==> config.mk <==
export PLATFORM = sky130hd
export DESIGN_NAME = branch_resolve_flat
export DESIGN_NICKNAME = d
export VERILOG_FILES = /design/src/rtl/branch_resolve_if.sv /design/src/rtl/branch_resolve.sv /design/src/flat_wrapper.sv
export SDC_FILE = /design/constraint.sdc
export NUM_CORES = 1
export LEC_CHECK = 0
export BUFFER_PORTS_ARGS = -buffer_cell sky130_fd_sc_hd__buf_2
export CAP_MARGIN = 10
export CORE_ASPECT_RATIO = 0.7
export CORE_MARGIN = 5
export CORE_UTILIZATION = 57
export DETAILED_ROUTE_END_ITERATION = 6
export GPL_TIMING_DRIVEN = 0
export HOLD_SLACK_MARGIN = 0.12
export PLACE_DENSITY = 0.9
export SKIP_LAST_GASP = 1
export SLEW_MARGIN = 20
export SYNTH_ARGS = -nofsm -noshare
export SYNTH_HDL_FRONTEND = slang
export SYNTH_SLANG_ARGS = --single-unit
==> constraint.sdc <==
create_clock -name clk -period 10.13 [get_ports clk]
set_clock_uncertainty 0.1 [all_clocks]
set_input_delay 0.5065 -clock clk [delete_from_list [all_inputs] [get_ports clk]]
set_output_delay 0.5065 -clock clk [all_outputs]
set_load 0.02 [all_outputs]
==> src/rtl/branch_resolve_if.sv <==
// Shared compare-opcode type plus the instruction / redirect / result bundle of branch_resolve.
// Handshake: a beat moves on a clock edge where valid && ready; res_valid is a pulse with no ready.
package branch_resolve_pkg;
  typedef enum logic [2:0] {
    CMP_EQ  = 3'd0,
    CMP_NE  = 3'd1,
    CMP_LT  = 3'd2,
    CMP_GE  = 3'd3,
    CMP_LTU = 3'd4,
    CMP_GEU = 3'd5
  } cmp_op_t;
endpackage

interface branch_resolve_if #(
  parameter int XLEN = 32
);
  import branch_resolve_pkg::*;

  logic            in_valid;
  logic            in_ready;
  logic [XLEN-1:0] in_pc;
  logic [XLEN-1:0] in_rs1;
  logic [XLEN-1:0] in_rs2;
  logic [XLEN-1:0] in_imm;
  cmp_op_t         in_cmp_op;
  logic            in_is_jal;
  logic            in_is_jalr;
  logic            in_pred_taken;
  logic [XLEN-1:0] in_pred_target;

  logic            redirect_valid;
  logic            redirect_ready;
  logic [XLEN-1:0] redirect_pc;

  logic            res_valid;
  logic            res_taken;
  logic            res_mispredict;
  logic            res_misalign;
  logic [XLEN-1:0] res_link;

  modport master (
    output in_valid, in_pc, in_rs1, in_rs2, in_imm, in_cmp_op,
           in_is_jal, in_is_jalr, in_pred_taken, in_pred_target,
    input  in_ready,
    input  redirect_valid, redirect_pc,
    output redirect_ready,
    input  res_valid, res_taken, res_mispredict, res_misalign, res_link
  );

  modport slave (
    input  in_valid, in_pc, in_rs1, in_rs2, in_imm, in_cmp_op,
           in_is_jal, in_is_jalr, in_pred_taken, in_pred_target,
    output in_ready,
    output redirect_valid, redirect_pc,
    input  redirect_ready,
    output res_valid, res_taken, res_mispredict, res_misalign, res_link
  );
endinterface

==> src/rtl/branch_resolve.sv <==
// EX-stage branch resolution: evaluates one control transfer per transaction, redirects fetch on mispredict.
// Optional statistics counters are built only when BRANCH_STATS_EN is defined.
module branch_resolve
  import branch_resolve_pkg::*;
#(
  parameter int XLEN   = 32,
  parameter int STAT_W = 32
) (
  input  logic              clk,
  input  logic              rst_n,
  branch_resolve_if.slave   bus,
  output logic [XLEN-1:0]   cmp_a,
  output logic [XLEN-1:0]   cmp_b,
  output cmp_op_t           cmp_op,
  input  logic              cmp_result,
  output logic [STAT_W-1:0] stat_branches,
  output logic [STAT_W-1:0] stat_taken,
  output logic [STAT_W-1:0] stat_mispredict,
  output logic [1:0]        state_dbg
);

  typedef enum logic [1:0] {
    S_IDLE     = 2'd0,
    S_EVAL     = 2'd1,
    S_REDIRECT = 2'd2,
    S_RESP     = 2'd3
  } state_t;

  state_t state_q, state_d;

  logic [XLEN-1:0] pc_q, rs1_q, rs2_q, imm_q, pred_target_q;
  cmp_op_t         op_q;
  logic            is_jal_q, is_jalr_q, pred_taken_q;

  logic            res_taken_q, res_mispredict_q, res_misalign_q;
  logic [XLEN-1:0] res_link_q, redirect_pc_q;

  logic            op_legal;
  logic            taken_c, misalign_c, mispredict_c;
  logic [XLEN-1:0] sum_c, target_c, link_c;

  // Outcome is derived from the registered instruction and the compare unit's answer.
  always_comb begin
    op_legal     = (op_q <= CMP_GEU);
    taken_c      = (is_jal_q | is_jalr_q) ? 1'b1 : (op_legal & cmp_result);
    sum_c        = is_jalr_q ? (rs1_q + imm_q) : (pc_q + imm_q);
    target_c     = is_jalr_q ? {sum_c[XLEN-1:1], 1'b0} : sum_c;
    link_c       = pc_q + XLEN'(4);
    misalign_c   = taken_c & target_c[1];
    mispredict_c = ~misalign_c &
                   ((taken_c != pred_taken_q) | (taken_c & (target_c != pred_target_q)));
  end

  always_comb begin
    state_d = state_q;
    case (state_q)
      S_IDLE:     if (bus.in_valid) state_d = S_EVAL;
      S_EVAL:     state_d = mispredict_c ? S_REDIRECT : S_RESP;
      S_REDIRECT: if (bus.redirect_ready) state_d = S_RESP;
      S_RESP:     state_d = S_IDLE;
      default:    state_d = S_IDLE;
    endcase
  end

  always_ff @(posedge clk or negedge rst_n) begin
    if (!rst_n) state_q <= S_IDLE;
    else        state_q <= state_d;
  end

  always_ff @(posedge clk or negedge rst_n) begin
    if (!rst_n) begin
      pc_q             <= '0;
      rs1_q            <= '0;
      rs2_q            <= '0;
      imm_q            <= '0;
      pred_target_q    <= '0;
      op_q             <= CMP_EQ;
      is_jal_q         <= 1'b0;
      is_jalr_q        <= 1'b0;
      pred_taken_q     <= 1'b0;
      res_taken_q      <= 1'b0;
      res_mispredict_q <= 1'b0;
      res_misalign_q   <= 1'b0;
      res_link_q       <= '0;
      redirect_pc_q    <= '0;
    end else begin
      if (state_q == S_IDLE && bus.in_valid) begin
        pc_q          <= bus.in_pc;
        rs1_q         <= bus.in_rs1;
        rs2_q         <= bus.in_rs2;
        imm_q         <= bus.in_imm;
        pred_target_q <= bus.in_pred_target;
        op_q          <= bus.in_cmp_op;
        is_jal_q      <= bus.in_is_jal;
        is_jalr_q     <= bus.in_is_jalr;
        pred_taken_q  <= bus.in_pred_taken;
      end
      // Result fields keep the previous outcome until the next evaluation overwrites them.
      if (state_q == S_EVAL) begin
        res_taken_q      <= taken_c;
        res_mispredict_q <= mispredict_c;
        res_misalign_q   <= misalign_c;
        res_link_q       <= link_c;
        redirect_pc_q    <= taken_c ? target_c : link_c;
      end
    end
  end

  // Handshake strobes decode straight from state so reset removes them asynchronously.
  assign bus.in_ready       = (state_q == S_IDLE);
  assign bus.redirect_valid = (state_q == S_REDIRECT);
  assign bus.res_valid      = (state_q == S_RESP);
  assign bus.redirect_pc    = redirect_pc_q;
  assign bus.res_taken      = res_taken_q;
  assign bus.res_mispredict = res_mispredict_q;
  assign bus.res_misalign   = res_misalign_q;
  assign bus.res_link       = res_link_q;

  assign cmp_a     = rs1_q;
  assign cmp_b     = rs2_q;
  assign cmp_op    = op_q;
  assign state_dbg = state_q;

`ifdef BRANCH_STATS_EN
  logic [STAT_W-1:0] cnt_br_q, cnt_tk_q, cnt_mp_q;

  always_ff @(posedge clk or negedge rst_n) begin
    if (!rst_n) begin
      cnt_br_q <= '0;
      cnt_tk_q <= '0;
      cnt_mp_q <= '0;
    end else if (state_q == S_RESP) begin
      cnt_br_q <= cnt_br_q + STAT_W'(1);
      if (res_taken_q)      cnt_tk_q <= cnt_tk_q + STAT_W'(1);
      if (res_mispredict_q) cnt_mp_q <= cnt_mp_q + STAT_W'(1);
    end
  end

  assign stat_branches   = cnt_br_q;
  assign stat_taken      = cnt_tk_q;
  assign stat_mispredict = cnt_mp_q;
`else
  assign stat_branches   = '0;
  assign stat_taken      = '0;
  assign stat_mispredict = '0;
`endif

endmodule

==> src/flat_wrapper.sv <==
// flat-port wrapper written by rule: the top's interface ports become plain ports
module branch_resolve_flat import branch_resolve_pkg::*;
#(
  parameter int XLEN   = 32,
  parameter int STAT_W = 32
)
  (clk, rst_n, cmp_a, cmp_b, cmp_op, cmp_result, stat_branches, stat_taken, stat_mispredict, state_dbg, bus_in_valid, bus_in_pc, bus_in_rs1, bus_in_rs2, bus_in_imm, bus_in_cmp_op, bus_in_is_jal, bus_in_is_jalr, bus_in_pred_taken, bus_in_pred_target, bus_in_ready, bus_redirect_valid, bus_redirect_pc, bus_redirect_ready, bus_res_valid, bus_res_taken, bus_res_mispredict, bus_res_misalign, bus_res_link);
  branch_resolve_if #(.XLEN(XLEN)) bus_i ();
  input  logic clk;
  input  logic rst_n;
  output logic [XLEN-1:0] cmp_a;
  output logic [XLEN-1:0] cmp_b;
  output cmp_op_t cmp_op;
  input  logic cmp_result;
  output logic [STAT_W-1:0] stat_branches;
  output logic [STAT_W-1:0] stat_taken;
  output logic [STAT_W-1:0] stat_mispredict;
  output logic [1:0] state_dbg;
  input wire logic [$bits(bus_i.in_valid)-1:0] bus_in_valid;
  input wire logic [$bits(bus_i.in_pc)-1:0] bus_in_pc;
  input wire logic [$bits(bus_i.in_rs1)-1:0] bus_in_rs1;
  input wire logic [$bits(bus_i.in_rs2)-1:0] bus_in_rs2;
  input wire logic [$bits(bus_i.in_imm)-1:0] bus_in_imm;
  input wire logic [$bits(bus_i.in_cmp_op)-1:0] bus_in_cmp_op;
  input wire logic [$bits(bus_i.in_is_jal)-1:0] bus_in_is_jal;
  input wire logic [$bits(bus_i.in_is_jalr)-1:0] bus_in_is_jalr;
  input wire logic [$bits(bus_i.in_pred_taken)-1:0] bus_in_pred_taken;
  input wire logic [$bits(bus_i.in_pred_target)-1:0] bus_in_pred_target;
  output wire logic [$bits(bus_i.in_ready)-1:0] bus_in_ready;
  output wire logic [$bits(bus_i.redirect_valid)-1:0] bus_redirect_valid;
  output wire logic [$bits(bus_i.redirect_pc)-1:0] bus_redirect_pc;
  input wire logic [$bits(bus_i.redirect_ready)-1:0] bus_redirect_ready;
  output wire logic [$bits(bus_i.res_valid)-1:0] bus_res_valid;
  output wire logic [$bits(bus_i.res_taken)-1:0] bus_res_taken;
  output wire logic [$bits(bus_i.res_mispredict)-1:0] bus_res_mispredict;
  output wire logic [$bits(bus_i.res_misalign)-1:0] bus_res_misalign;
  output wire logic [$bits(bus_i.res_link)-1:0] bus_res_link;
  assign bus_i.in_valid = bus_in_valid;
  assign bus_i.in_pc = bus_in_pc;
  assign bus_i.in_rs1 = bus_in_rs1;
  assign bus_i.in_rs2 = bus_in_rs2;
  assign bus_i.in_imm = bus_in_imm;
  assign bus_i.in_cmp_op = bus_in_cmp_op;
  assign bus_i.in_is_jal = bus_in_is_jal;
  assign bus_i.in_is_jalr = bus_in_is_jalr;
  assign bus_i.in_pred_taken = bus_in_pred_taken;
  assign bus_i.in_pred_target = bus_in_pred_target;
  assign bus_in_ready = bus_i.in_ready;
  assign bus_redirect_valid = bus_i.redirect_valid;
  assign bus_redirect_pc = bus_i.redirect_pc;
  assign bus_i.redirect_ready = bus_redirect_ready;
  assign bus_res_valid = bus_i.res_valid;
  assign bus_res_taken = bus_i.res_taken;
  assign bus_res_mispredict = bus_i.res_mispredict;
  assign bus_res_misalign = bus_i.res_misalign;
  assign bus_res_link = bus_i.res_link;
  branch_resolve #(.XLEN(XLEN), .STAT_W(STAT_W)) u_core (.clk(clk), .rst_n(rst_n), .bus(bus_i), .cmp_a(cmp_a), .cmp_b(cmp_b), .cmp_op(cmp_op), .cmp_result(cmp_result), .stat_branches(stat_branches), .stat_taken(stat_taken), .stat_mispredict(stat_mispredict), .state_dbg(state_dbg));
endmodule
==> flow_metrics.tcl, run 1 <==
set metrics [dict create \
    cp_num_cells 16 \
    synth_cells 1323 \
    layoutNonFillerInstCount 2182 \
    reg2reg_depth 16 \
    fillers 1537 \
    cts-root-buf "clkbuf_16" \
    crit_path_top_delay_cell "buf_1" \
    place_area_um2 16260 \
    setup_viol 0 \
    grt.total_usage 0.3435 \
    min_from "bus_in_rs2[0]" \
    cts_buffer_depth 3 \
    yosys.area.top_type "dfrtp_1" \
    dp_hpwl_um 36810 \
    post_cts_buffers 0 \
    synth.yosys.seq_area_share 0.4233 \
    io-pin-count 406 \
    drc 0 \
    maxCapViolations 0 \
    synth-async-reset-ratio 1.000 \
    antenna_found_initial 0 \
    grt_max_degree 87 \
    dpl.cell_count 2047 \
    gp_congestion 0.9190 \
    via_per_inst 5.773 \
    startpoint_type "flip-flop" \
    die_w_um 196.6 \
    yosysWarnings 0 \
    synth_edf_count 0 \
    start_util 0.5833 \
    drive_gt1_frac 0.3884 \
    coreArea_um2 23820 \
    synth_area_leaders "dfrtp_1, mux2_2, buf_4" \
    hold_viol 0 \
    first_iter_violations 1431 \
    grt_pass1_wl_um 74090 \
    cp-end-kind "flip-flop" \
    synth_seq_cells 235 \
    die-area_um2 27650 \
    r2r-start "u_core.is_jalr_q" \
    holdPathStages 2 \
    crit_chain "buf_2 -> buf_1 -> mux2_2 -> ha_1 -> inv_1 -> fa_1 -> nand2b_2 -> a21oi_1 -> o32ai_1 -> nor4_1 -> o2111ai_1 -> nor4_1 -> nand4_1 -> nor4_2 -> nand3_1 -> o31a_1" \
    area_delta_synth_final_pct 29.76 \
    fin_nets 2054 \
    finalCritPeriodShare 0.5479 \
    cts_tree "yes" \
    wl_per_cell_um 22.91 \
    cp_max_fo 10 \
    synth_top_flop_cell "dfrtp_1" \
    die_h_um 140.6 \
    dr.pass1.iters 5 \
    timing.final.crit_period_ns 5.550 \
    min_to "u_core.cmp_b[0]" \
    n_antenna_cell 0 \
    row_count 47 \
    port_buffers 309 \
    clock_sinks 235 \
    fin_area_um2 18030 \
    path_class "flip-flop to flip-flop" \
    r2r_slack_ns 4.58 \
    worst-path-buf-inv 3 \
    hold_slack_ns 0.1206 \
    cp_common_cell "nor4_1" \
    cts_inserted_buffers 24 \
    yosysMostFrequentCell "dfrtp_1" \
    yosys-top-cells-count "dfrtp_1, mux2_2, nor2_1, buf_4, a21oi_1" \
    cts-htree-levels 1 \
    tightest_slew_ns 1.081 \
    status "finished clean" \
    syn_avg_cell_area_um2 10.50 \
    clkSlewWorstSetupHoldPaths_ns 0.07 \
    max_stage_delay_ns 0.69 \
    grt_pass1_vias 12520 \
    rsz0062_at_grt "no" \
    clk_latency_ns 0.53 \
    r2r_end "u_core.bus.res_mispredict" \
    max_freq_mhz 180.2 \
    synth.cell_area_um2 13890 \
    yosysTopAreaCellShare 0.4233 \
    critPathArrivalTime_ns 5.86 \
    grt_overflow 0 \
    critPathRequiredTime_ns 10.43 \
    synth.distinct_cells 90 \
    fin_setup_tns_ns 0 \
    slew_viol_final 0 \
    vias 12600 \
    drtAntennaViolNets 0 \
    crit_family "simple AND/OR/NAND/NOR gates" \
    cts-resized-gates 0 \
    worstHoldPathType "input port to flip-flop" \
    relSlewSlack 0.2794 \
    drt_wl_total_um 50000 \
]
[worst register-to-register path: stages, from the launching register on]
cell and delay [ns]:
dfrtp_1 0.44, buf_2 0.32, buf_1 0.69, mux2_2 0.31
ha_1 0.19, inv_1 0.07, fa_1 0.39, nand2b_2 0.22
a21oi_1 0.50, o32ai_1 0.18, nor4_1 0.43, o2111ai_1 0.18
nor4_1 0.34, nand4_1 0.15, nor4_2 0.35, nand3_1 0.23
o31a_1 0.34
[worst max-delay path by stage]
stage | startpoint | endpoint | slack, ns
finish | u_core.is_jalr_q | u_core.bus.res_mispredict | 4.58
detailed placement | u_core.is_jalr_q | u_core.bus.res_mispredict | 4.83
floorplan | u_core.is_jalr_q | u_core.bus.res_mispredict | 6.21
global route | u_core.is_jalr_q | u_core.bus.res_mispredict | 4.51
CTS | u_core.is_jalr_q | u_core.bus.res_mispredict | 4.81
global placement | rst_n | u_core.cmp_b[14] | 4.47
[placed cells by master, fill, tap and decap left out, types with 11 or more instances in the layout]
master / count
a21o_1: 11
a21oi_1: 89
a31oi_1: 11
and3_1: 14
buf_2: 316
buf_4: 104
clkbuf_1: 42
clkbuf_16: 25
conb_1: 96
dfrtp_1: 235
dlygate4sd3_1: 91
ha_1: 36
inv_1: 27
mux2_2: 203
nand2_1: 79
nand3_1: 22
nand4_1: 15
nor2_1: 116
nor3_1: 22
o21ai_0: 40
xnor2_1: 44
xor2_1: 30
[cell families (layout without fill, tap and decap cells)]
| group | Yosys count | after routing | synth area share |
|---|---|---|---|
| buffers and inverters | 194 | 640 | 0.08646 |
| other | 1 | 96 | 0.0002699 |
| flip-flops | 235 | 235 | 0.4233 |
| multiplexers | 212 | 212 | 0.1710 |
| AO/OA/AOI/OAI | 240 | 240 | 0.1160 |
| AND/OR/NAND/NOR | 323 | 323 | 0.1104 |
| adder cells (fa/ha/maj) | 37 | 37 | 0.03386 |
| XOR/XNOR | 81 | 81 | 0.05872 |
[routing by layer]
| metal | wire length [um] | GRT usage | vias up | share of wire |
|---|---|---|---|---|
| met5 | 0 | 0 | - | 0 |
| met4 | 1716 | 0.09993 | 0 | 0.034 |
| met3 | 5510 | 0.08061 | 123 | 0.11 |
| met2 | 23510 | 0.5654 | 824 | 0.47 |
| met1 | 19270 | 0.4591 | 6142 | 0.39 |
| li1 | - | - | 5508 | - |
[cell type report]
type,count,area [um^2],share of cell area
multi-input combinational,989,7168,0.3976
tap,318,397.9,0.02207
inverter,28,105.1,0.005830
clock inverter,11,141.4,0.007843
buffer,166,1096,0.06080
sequential,235,5881,0.3262
clock buffer,33,715.7,0.03970
timing repair buffer,402,2522,0.1399
[state kept, by name, indices dropped and copies added (netlist names)]
register                   cells
u_core.bus.res_mispredict      1
u_core.pred_target_q          32
u_core.cmp_b                  32
u_core.state_dbg               2
u_core.pc_q                   32
u_core.bus.res_taken           1
u_core.bus.res_misalign        1
u_core.pred_taken_q            1
u_core.imm_q                  32
u_core.bus.redirect_pc        32
u_core.cmp_a                  32
u_core.bus.res_link           32
u_core.is_jalr_q               1
u_core.cmp_op                  3
u_core.is_jal_q                1
[through the flow]
step	util	setup slack [ns]
detailed placement	0.6827	4.835
global placement	0.6800	4.469
floorplan	-	6.207
global route	0.7569	4.511
finish	0.7569	4.580
CTS	0.7552	4.806
[repair_timing]
| action | CTS | global route |
|---|---|---|
| hold buffers | 87 | 4 |
| setup endpoints to repair | 0 | 0 |
| hold endpoints to repair | 160 | 4 |
Power of run 1 is not shown: default switching activity piles up to over one toggle a cycle in this logic, so the estimate is an artifact.
==> run 2: changes to the inputs <==
--- a/config.mk
+++ b/config.mk
@@ -9,11 +9,11 @@
 export CAP_MARGIN = 10
 export CORE_ASPECT_RATIO = 0.7
 export CORE_MARGIN = 5
-export CORE_UTILIZATION = 57
+export CORE_UTILIZATION = 53
 export DETAILED_ROUTE_END_ITERATION = 6
 export GPL_TIMING_DRIVEN = 0
 export HOLD_SLACK_MARGIN = 0.12
-export PLACE_DENSITY = 0.9
+export PLACE_DENSITY = 0.84
 export SKIP_LAST_GASP = 1
 export SLEW_MARGIN = 20
 export SYNTH_ARGS = -nofsm -noshare
==> constraint.sdc (replaced) <==
create_clock -name clk -period 5.37 [get_ports clk]
set_clock_uncertainty 0.1 [all_clocks]
set_input_delay 0.2685 -clock clk [delete_from_list [all_inputs] [get_ports clk]]
set_output_delay 0.2685 -clock clk [all_outputs]
set_load 0.02 [all_outputs]
==> run 2 against run 1 <==
Against the previous run:
- worst hold slack improved by 0.0049 ns
- sequential cell count unchanged
- non-clock buffer count up 77
- worst setup slack worse by 4.4 ns
- count of clock-buffer cells in the layout decreased by 2
- sequential share of layout area is 1.3 points lower
- global-route usage decreased by 0.18 points
- first-iteration DRC count down 20%
- routed wire length grew 4.0%
- cell count rose by 4.1%
- design area is 4.2% higher
- critical path depth stayed put
- largest cell class unchanged
==> flow_metrics.tcl, run 2 (synthesis results as in run 1) <==
set metrics [dict create \
    status "finished clean" \
    max_freq_mhz 194.0 \
    timing.final.crit_period_ns 5.155 \
    worstHoldPathType "input port to asynchronous set/reset pin" \
    setup_viol 0 \
    crit_family "simple AND/OR/NAND/NOR gates" \
    hold_viol 0 \
    wl_per_cell_um 22.89 \
    clock_sinks 235 \
    drive_gt1_frac 0.3747 \
    die_h_um 145.5 \
    cts_inserted_buffers 24 \
    via_per_inst 5.673 \
    startpoint_type "flip-flop" \
    relSlewSlack 0.2521 \
    vias 12880 \
    drt_wl_total_um 51980 \
    cts-root-buf "clkbuf_16" \
    grt_max_degree 98 \
    grt_pass1_wl_um 79180 \
    layoutNonFillerInstCount 2271 \
    cp_max_fo 10 \
    die_w_um 203.5 \
    dr.pass1.iters 5 \
    startpoint "u_core.is_jalr_q" \
    coreArea_um2 25750 \
    maxCapViolations 0 \
    grt.total_usage 0.3417 \
    clkSlewWorstSetupHoldPaths_ns 0.07 \
    die-area_um2 29600 \
    dp_hpwl_um 37150 \
    crit_chain "buf_2 -> clkbuf_2 -> mux2_2 -> ha_1 -> inv_1 -> fa_1 -> nand2b_2 -> a21oi_1 -> o32ai_1 -> nor4_1 -> o2111ai_1 -> nor4_1 -> nand4_1 -> nor4_2 -> nand3_1 -> o31a_1" \
    multi_input_area_um2 7168 \
    n_antenna_cell 0 \
    cp_common_cell "nor4_1" \
    final_cell_mix "buf_2, dfrtp_1, mux2_2" \
    max_stage_delay_ns 0.56 \
    fin_setup_tns_ns 0 \
    cts-htree-levels 1 \
    seq_area_um2 5881 \
    rsz0062_at_grt "no" \
    finalCritPeriodShare 0.9599 \
    utilization 0.7294 \
    path_class "flip-flop to flip-flop" \
    slew_viol_final 0 \
    r2r-start "u_core.is_jalr_q" \
    start_util 0.5396 \
    worst-path-buf-inv 3 \
    drc 0 \
    critPathArrivalTime_ns 5.48 \
    tightest_slew_ns 1.122 \
    area_delta_synth_final_pct 35.19 \
    hold_slack_ns 0.1254 \
    cts_tree "yes" \
    io-pin-count 406 \
    fillers 1744 \
    fin_nets 2131 \
    drtAntennaViolNets 0 \
    crit_path_top_delay_cell "a21oi_1" \
    dpl.cell_count 2060 \
    antenna_found_initial 0 \
    gp_congestion 0.9575 \
    grt_pass1_vias 13030 \
    final_common_cell "buf_2" \
    grt_overflow 0 \
    first_iter_violations 1148 \
    critPathRequiredTime_ns 5.69 \
    cts_buffer_depth 3 \
    cp-end-kind "flip-flop" \
    port_buffers 309 \
    clk_latency_ns 0.54 \
    row_count 49 \
]
[run 2: stage by stage]
stage | setup slack (ns) | area (um^2)
floorplan | 1.447 | 14250
global placement | -0.1557 | 16210
detailed placement | 0.1244 | 16280
CTS | 0.1161 | 18780
global route | 0.06000 | 18780
finish | 0.2152 | 18780
[run 2: worst reg2reg max path, stage by stage (launching register included)]
cell	delay, ns
dfrtp_1	0.42
buf_2	0.32
clkbuf_2	0.38
mux2_2	0.23
ha_1	0.18
inv_1	0.07
fa_1	0.41
nand2b_2	0.23
a21oi_1	0.56
o32ai_1	0.18
nor4_1	0.42
o2111ai_1	0.17
nor4_1	0.33
nand4_1	0.15
nor4_2	0.36
nand3_1	0.22
o31a_1	0.32
[run 2: repair_timing]
action                                  4_1_cts  5_1_grt
resized for setup                             0        3
endpoints found under the hold margin       306        0
buffers inserted                              0        0
hold buffers                                168        0
endpoints found under the setup margin        0        2
[run 2: area by class of cell]
| cell class | instances | area share |
|---|---|---|
| inverters | 28 | 0.005596 |
| plain buffers | 166 | 0.05856 |
| flip-flops and latches | 235 | 0.3131 |
| clock inverters | 12 | 0.006529 |
| clock buffers | 31 | 0.03717 |
| multi-input cells | 989 | 0.3817 |
| well taps | 331 | 0.02205 |
| repair buffers | 479 | 0.1753 |
[run 2: routing by layer]
| metal | GRT usage | wire length, um | up-vias |
|---|---|---|---|
| met5 | 0 | 0 | - |
| met1 | 0.4522 | 20800 | 6301 |
| met4 | 0.1139 | 2115 | 0 |
| met2 | 0.5534 | 24050 | 763 |
| li1 | - | - | 5662 |
| met3 | 0.08666 | 5015 | 158 |
[run 2: path summary, 6_finish.rpt]
| path | end | slack [ns] | depth (start not counted) |
|---|---|---|---|
| worst max-delay path | u_core.bus.res_mispredict | 0.22 | 16 |
| worst min-delay path | u_core.cmp_a[24] | 0.13 | 2 |
| worst max register to register | u_core.bus.res_mispredict | 0.22 | 16 |
| worst min register to register | u_core.bus.redirect_pc[25] | 0.38 | 1 |
| max in group asynchronous | u_core.cmp_b[21] | 3.79 | 4 |
| min in group clk | u_core.state_dbg[1] | 0.15 | 4 |
Power of run 2 is left out for the same reason.
